===== config.mk =====
export PLATFORM = sky130hd
export DESIGN_NAME = gate_truth_table_tester
export DESIGN_NICKNAME = d
export VERILOG_FILES = /design/src/rtl/gate_truth_table_tester.sv
export SDC_FILE = /design/constraint.sdc
export NUM_CORES = 1
export LEC_CHECK = 0
export CAP_MARGIN = 10
export CORE_ASPECT_RATIO = 0.7
export CORE_MARGIN = 1
export CORE_UTILIZATION = 30
export CTS_CLUSTER_SIZE = 20
export DETAILED_ROUTE_END_ITERATION = 10
export PLACE_DENSITY = 0.51
export SLEW_MARGIN = 15
export SYNTH_ARGS = -nofsm -noshare
export SYNTH_HDL_FRONTEND = slang
export SYNTH_SLANG_ARGS = --single-unit

===== constraint.sdc =====
create_clock -name clk -period 2.8 [get_ports clk]
set_clock_uncertainty 0.1 [all_clocks]
set_input_delay 0.84 -clock clk [delete_from_list [all_inputs] [get_ports clk]]
set_output_delay 0.84 -clock clk [all_outputs]
set_load 0.1 [all_outputs]

===== src/rtl/gate_truth_table_tester.sv =====
// gate_truth_table_tester: sweeps every minterm into an N_IN-input gate, samples its output after SETTLE cycles, and scores the observed truth table against EXPECT. Ports: clk, rst_n (async active-low), start in; dut_in out, dut_out in; busy, done, table_out, err_count, first_err, first_err_valid, match out. Define GATE_TESTER_STOP_ON_ERR_EN to end the sweep at the first mismatch.
module gate_truth_table_tester #(
  parameter int N_IN = 2,
  parameter logic [(1<<N_IN)-1:0] EXPECT = 4'b0111,
  parameter int SETTLE = 1
) (
  input  logic                  clk,
  input  logic                  rst_n,
  input  logic                  start,
  output logic [N_IN-1:0]       dut_in,
  input  logic                  dut_out,
  output logic                  busy,
  output logic                  done,
  output logic [(1<<N_IN)-1:0]  table_out,
  output logic [N_IN:0]         err_count,
  output logic [N_IN-1:0]       first_err,
  output logic                  first_err_valid,
  output logic                  match
);
  typedef enum logic [1:0] {IDLE, DRIVE, SAMPLE, DONE} state_t;
  state_t r_state;
  logic [N_IN-1:0] r_m;
  logic [15:0] r_settle;
  logic w_miss, w_last;
  logic [N_IN:0] w_err_next;
  always_comb begin
    w_miss = dut_out != EXPECT[r_m];
    w_err_next = err_count + (N_IN+1)'(w_miss);
`ifdef GATE_TESTER_STOP_ON_ERR_EN
    w_last = (r_m == N_IN'((1<<N_IN)-1)) || w_miss;
`else
    w_last = r_m == N_IN'((1<<N_IN)-1);
`endif
  end
  always_ff @(posedge clk or negedge rst_n)
    if (!rst_n) begin
      r_state <= IDLE;
      r_m <= '0;
      r_settle <= '0;
      dut_in <= '0;
      busy <= 1'b0;
      done <= 1'b0;
      table_out <= '0;
      err_count <= '0;
      first_err <= '0;
      first_err_valid <= 1'b0;
      match <= 1'b0;
    end else begin
      done <= 1'b0;
      case (r_state)
        IDLE: if (start) begin
          table_out <= '0;
          err_count <= '0;
          first_err <= '0;
          first_err_valid <= 1'b0;
          match <= 1'b0;
          r_m <= '0;
          dut_in <= '0;
          r_settle <= '0;
          busy <= 1'b1;
          r_state <= DRIVE;
        end
        DRIVE: if (r_settle == 16'(SETTLE-1)) begin
          r_settle <= '0;
          r_state <= SAMPLE;
        end else r_settle <= r_settle + 16'd1;
        SAMPLE: begin
          table_out[r_m] <= dut_out;
          err_count <= w_err_next;
          if (w_miss && !first_err_valid) begin
            first_err <= r_m;
            first_err_valid <= 1'b1;
          end
          if (w_last) begin
            done <= 1'b1;
            match <= w_err_next == '0;
            r_state <= DONE;
          end else begin
            r_m <= r_m + 1'b1;
            dut_in <= r_m + 1'b1;
            r_state <= DRIVE;
          end
        end
        default: begin
          busy <= 1'b0;
          r_state <= IDLE;
        end
      endcase
    end
endmodule

==> qor.yml, run 1 <==
clocking:
  cts_tree: "built"
  root_buffer: "clkbuf_8"
  cts_setup_buffers: 0
  cts_max_path_buffers: 2
  h-tree-depth: 2
  numClockSinks: 33
  cts_hold_buf: 0
  clk_pin_slew_ns: 0.07
  cts_resized: 0
  cts_made_buffers: 5
  clk_latency_ns: 0.29
timing:
  tightest_slew_ns: 0.853
  slew_viol_final: 0
  fin_ws_ns: 0.141
  finalHoldViolCount: 0
  fmax_mhz: 376
  maxSlewHeadroom: 0.431
  period_share: 0.950
  rsz0062_at_grt: "no"
  finalCriticalPeriod_ns: 2.66
  setup_violations: 0
worst_setup_path:
  crit_type: "input port to flip-flop"
  cp_cell_sequence: "clkdlybuf4s50_1 -> ha_1 -> inv_1 -> ha_1 -> ha_1 -> nor3b_1 -> nand3_1 -> a21oi_1 -> a221o_1"
  r2r_slack_ns: 0.53
  crit_top_cell: "ha_1"
  startpoint_type: "input port"
  cp_data_required_time_ns: 2.93
  cp-end-kind: "flip-flop"
  arrival_ns: 2.79
  crit_path_max_fanout: 2
  crit_slowest_cell: "clkdlybuf4s50_1"
  max_stage_delay_ns: 0.43
floorplanning:
  fp-row-count: 24
  core_um2: 6430
  ios: 19
  die-area_um2: 7180
  initial_core_util: 0.319
  die_y_um: 71.2
  die_x_um: 101
yosys:
  ys_seq_area_frac: 0.403
  yosysUniqueCellTypes: 44
  synth_seq_cells: 33
  synth_nets: 228
  synth_edf_count: 0
  synthFlopType: "dfrtp_1"
  async_reset_ff_frac: 1.00
  synth_cells: 212
  syn_avg_cell_area_um2: 9.67
  yosys_warnings: 0
  syn-cell-area_um2: 2050
layout:
  num_antenna_cells: 0
  drive_above_1_share: 0.183
  fin_nets: 256
  final_util: 0.382
  area_growth_pct: 19.6
pwr:
  p_per_area_nw_per_um2: 374
  irDropWorstVdd_mv: 0.178
  leakage_nw: 1.08
flow_run:
  maxCapViolations: 0
detailed_routing:
  firstDrtPassIters: 4
  via_per_inst: 4.97
  wl_per_cell_um: 14.5
  drcViolationCount: 0
  routed_wl_mm: 4.81
  detail_route.iter0.violations: 75
  antenna_left: 0
  vias: 1644
global_routing:
  overflow: 0
  grt_pass1_wl_mm: 8.31
  antenna_found_initial: 0
  grt.total_usage: 0.150
  grt_max_degree: 34
  grt_pass1_vias: 1626
worst_hold_path:
  hold_class: "flip-flop to flip-flop"
placed_design:
  gp_congestion: 0.731
  io_buffers: 18
  dp_slack_ns: -0.154
  dp_hpwl_mm: 3.36
status:
  status: "finished clean"
[worst paths after layout]
path                            depth (start not counted)                       end                   start
worst max-delay path                                    9         match$_DFFE_PN0P_                 dut_out
worst min-delay path                                    1    r_state[1]$_DFFE_PN0P_  r_state[1]$_DFFE_PN0P_
worst max register to register                          9         match$_DFFE_PN0P_      r_m[0]$_DFFE_PN0P_
worst min register to register                          1    r_state[1]$_DFFE_PN0P_  r_state[1]$_DFFE_PN0P_
min in group asynchronous                               2  first_err[0]$_DFFE_PN0P_                   rst_n
max in group asynchronous                               2   r_settle[7]$_DFFE_PN0P_                   rst_n
[logic make-up after synthesis]
family | Yosys count | share of synthesized area
xor+xnor | 10 | 0.0427
fa+ha+maj | 12 | 0.0732
mux | 7 | 0.0421
buf+inv | 20 | 0.0415
flops | 33 | 0.403
simple gates | 81 | 0.227
compound gates | 49 | 0.171
[cell type report]
cell class	count	area [µm²]
Clock buffer	7	86.3
Fill cell	697	3970
Inverter	11	41.3
Multi-Input combinational cell	159	1140
Sequential cell	33	826
Tap cell	91	114
Timing Repair Buffer	30	245
[cells in the final DEF, fill, tap and decap left out, drive strengths merged, types with 2 or more instances in the layout]
cell,n
nor3,4
inv,11
nor2,22
a21oi,6
mux2,3
and3,3
xnor2,10
mux2i,4
a21o,2
a221o,4
nand3,7
and2,3
dfrtp,33
a31oi,4
ha,12
clkdlybuf4s50,3
nor2b,10
nor4b,2
nor3b,4
buf,27
nor4,7
nand2,11
a22o,3
clkbuf,7
nand2b,3
a32o,3
nand4,3
o22ai,2
o21ai,13
a22oi,4
[metrics by stage]
stage	total power [mW]	setup TNS (ns)	hold WS (ns)	area (µm²)	cells
floorplan	0.524	0	0.374	2050	212
global placement	0.555	-0.127	0.415	2370	324
finish	0.918	0	0.428	2450	331
CTS	0.933	0	0.428	2450	331
detailed placement	0.554	-0.219	0.412	2370	324
global route	0.954	0	0.466	2450	331
[per-layer routing]
layer  wire [µm]  GRT usage  up-vias
li1            -          -      818
met1        2770      0.240      790
met2        1820      0.191       28
met3         140     0.0306        8
met4          78     0.0596        0
met5           0          0        -
[critical path, delay by kind of cell]
| family | cells | cell delay (ns) |
|---|---|---|
| AOI/OAI and AO/OA | 2 | 0.29 |
| buffers and inverters | 2 | 0.49 |
| and+or+nand+nor | 2 | 0.39 |
| adders and majority gates | 3 | 0.78 |
[where the power goes]
group,switching (mW),internal (mW)
clock network,0.179,0.195
registers,0.00239,0.479
logic,0.0425,0.0201
total,0.224,0.694
[state kept, by name (all words and copies together), names as in the netlist]
signal	cells
table_out	4
err_count	3
busy	1
match	1
r_m	2
first_err_valid	1
first_err	2
done	1
r_settle	16
r_state	2
[cells in the mapped netlist (4+ instances only)]
library cell	n	area share
dfrtp_1	33	0.40
nor2_1	20	0.037
xnor2_1	10	0.043
clkbuf_1	6	0.011
a21oi_1	6	0.015
a221o_1	4	0.020
inv_1	11	0.020
a31oi_1	4	0.012
nand2_1	11	0.020
ha_1	12	0.073
nor3_1	4	0.0098
nor3b_1	4	0.015
o21ai_0	13	0.032
nor2b_1	10	0.031
a22oi_1	4	0.015
nand3_1	7	0.017
nor4_1	4	0.012
No activity file was read; power rests on OpenSTA's default activity.
==> inputs of run 2 (changes only) <==
--- a/config.mk
+++ b/config.mk
@@ -11,7 +11,8 @@
 export CORE_UTILIZATION = 30
 export CTS_CLUSTER_SIZE = 20
 export DETAILED_ROUTE_END_ITERATION = 10
-export PLACE_DENSITY = 0.51
+export DONT_BUFFER_PORTS = 1
+export PLACE_DENSITY = 0.48
 export SLEW_MARGIN = 15
 export SYNTH_ARGS = -nofsm -noshare
 export SYNTH_HDL_FRONTEND = slang
==> run 2 against run 1 <==
Effect of this change: sequential cell count unchanged; die area stayed put; worst hold slack lost 0.29 ns; sequential share of layout area grew 1.5 points; first-iteration DRC count rose by 2.7%; sequential power increased by 1%; wire length shrank 2.6%.
==> qor.yml, run 2 (synthesized netlist as in run 1, its figures left out) <==
global_routing:
  grtUsageMet3: 0.0326  # +0.00198
  grt_use_met1: 0.234  # -0.00604
  grt_pass1_wl_mm: 8.05  # -3.2%
  grt_max_degree: 34  # unchanged
  grt.total_usage: 0.147  # -0.00294
  grt_util_met2: 0.185  # -0.00609
  overflow: 0  # unchanged
  grt_pass1_vias: 1492  # -8.2%
  antenna_found_initial: 0  # unchanged
  busiest_layer: "met1"
clocking:
  cts_resized: 0  # unchanged
  root_buffer: "clkbuf_8"
  clk_pin_slew_ns: 0.07  # about the same
  cts_tree: "built"
  cts_made_buffers: 5  # unchanged
  cts_hold_buf: 0  # unchanged
  h-tree-depth: 2  # unchanged
  cts_max_path_buffers: 2  # unchanged
  cts_setup_buffers: 0  # unchanged
  numClockSinks: 33  # unchanged
  clk_latency_ns: 0.29  # about the same
detailed_routing:
  detail_route.iter0.violations: 77  # +2.7%
  wl_per_cell_um: 14.8  # +1.7%
  routed_wl_mm: 4.69  # -2.6%
  firstDrtPassIters: 4  # unchanged
  antenna_left: 0  # unchanged
  vias: 1553  # -5.5%
  via_per_inst: 4.90  # -1.4%
  drcViolationCount: 0  # unchanged
floorplanning:
  fp-row-count: 24  # unchanged
  die_y_um: 71.2  # unchanged
  initial_core_util: 0.319  # unchanged
  die-area_um2: 7180  # unchanged
  ios: 19  # unchanged
  die_x_um: 101  # unchanged
  core_um2: 6430  # unchanged
worst_setup_path:
  crit_top_cell: "ha_1"
  cp_data_required_time_ns: 2.93  # about the same
  startpoint_type: "flip-flop"
  crit_type: "flip-flop to flip-flop"
  crit_slowest_cell: "dfrtp_1"
  arrival_ns: 2.41  # -0.38 ns
  cp-end-kind: "flip-flop"
  cp.buffers_inverters: 1  # -1
  path_delay_family: "adder cells"
  cp_cell_sequence: "ha_1 -> ha_1 -> inv_1 -> ha_1 -> ha_1 -> nor3b_1 -> nand3_1 -> a21oi_1 -> a221o_1"
  max_stage_delay_ns: 0.38  # -0.05 ns
  crit_path_max_fanout: 3  # +1
timing:
  setup_violations: 0  # unchanged
  finalHoldViolCount: 0  # unchanged
  finalCriticalPeriod_ns: 2.28  # -0.378 ns
  slew_viol_final: 0  # unchanged
  fmax_mhz: 438  # +17%
  maxSlewHeadroom: 0.290  # -0.142
  final.setup.tns_ns: 0  # unchanged
  period_share: 0.815  # -0.135
  rsz0062_at_grt: "no"
  tightest_slew_ns: 1.07  # +0.212 ns
placed_design:
  gp_congestion: 0.755  # +3.3%
  place_inst: 309  # -4.6%
  io_buffers: 0  # -18
  dp_hpwl_mm: 3.26  # -3.1%
layout:
  regArea_um2: 826  # unchanged
  largest_register_ffs: 16  # unchanged
  regMostFlops: "r_settle"
  num_antenna_cells: 0  # unchanged
  fillCellCount: 657  # -5.7%
  final_common_cell: "dfrtp_1"
  reg_top3: "r_settle x16, table_out x4, err_count x3"
  area_growth_pct: 14.6
  multi_input_area_um2: 1140  # unchanged
  fin_nets: 241  # -5.9%
  instances_no_fill: 317  # -4.2%
  drive_above_1_share: 0.146  # -0.0373
  layout_common_cells: "dfrtp_1 (33), nor2_1 (20), buf_4 (15)"
flow_run:
  maxCapViolations: 0  # unchanged
pwr:
  leakage_nw: 1.02  # -5.5%
  irDropWorstVdd_mv: 0.208  # +17%
  p_per_area_nw_per_um2: 420  # +12%
status:
  status: "finished clean"
worst_hold_path:
  hold_class: "input port to asynchronous set/reset pin"
-- run 2: layer usage --
metal | share of wire | wire length [µm] | vias to the layer above
met5 | 0 | 0 | -
li1 | - | - | 795
met3 | 0.039 | 182 | 5
met1 | 0.56 | 2640 | 723
met4 | 0.016 | 75 | 0
met2 | 0.38 | 1790 | 30
-- run 2: power breakdown --
group	internal, mW	switching (mW)
logic	0.0111	0.0214
clock network	0.290	0.178
registers	0.479	0.00863
-- run 2: area by class of cell --
class,count,area share
clock buffer,7,0.0367
clock inverter,1,0.0128
inverter,11,0.0176
multi-input combinational,159,0.485
sequential,33,0.351
tap,91,0.0485
timing repair buffer,15,0.0479
-- run 2: stage by stage --
stage               cell area, µm²  power [mW]  hold WS, ns  setup WS, ns  utilization
floorplan                     2050       0.524        0.374        0.0414            -
global placement              2230       0.529        0.392         0.326        0.348
detailed placement            2230       0.529        0.395         0.306        0.348
CTS                           2350        1.01        0.120         0.490        0.366
global route                  2350        1.04        0.114         0.311        0.366
finish                        2350       0.988        0.138         0.519        0.366
-- run 2: path summary, 6_finish.rpt --
check	startpoint	cells after the start	to	slack [ns]
worst max register to register	r_m[0]$_DFFE_PN0P_	9	match$_DFFE_PN0P_	0.52
worst min-delay path	rst_n	0	r_settle[0]$_DFFE_PN0P_	0.14
worst max-delay path	r_m[0]$_DFFE_PN0P_	9	match$_DFFE_PN0P_	0.52
worst min register to register	table_out[3]$_DFFE_PN0P_	1	table_out[3]$_DFFE_PN0P_	0.41
max in group asynchronous	rst_n	0	err_count[2]$_DFFE_PN0P_	2.37
min in group clk	table_out[3]$_DFFE_PN0P_	1	table_out[3]$_DFFE_PN0P_	0.41
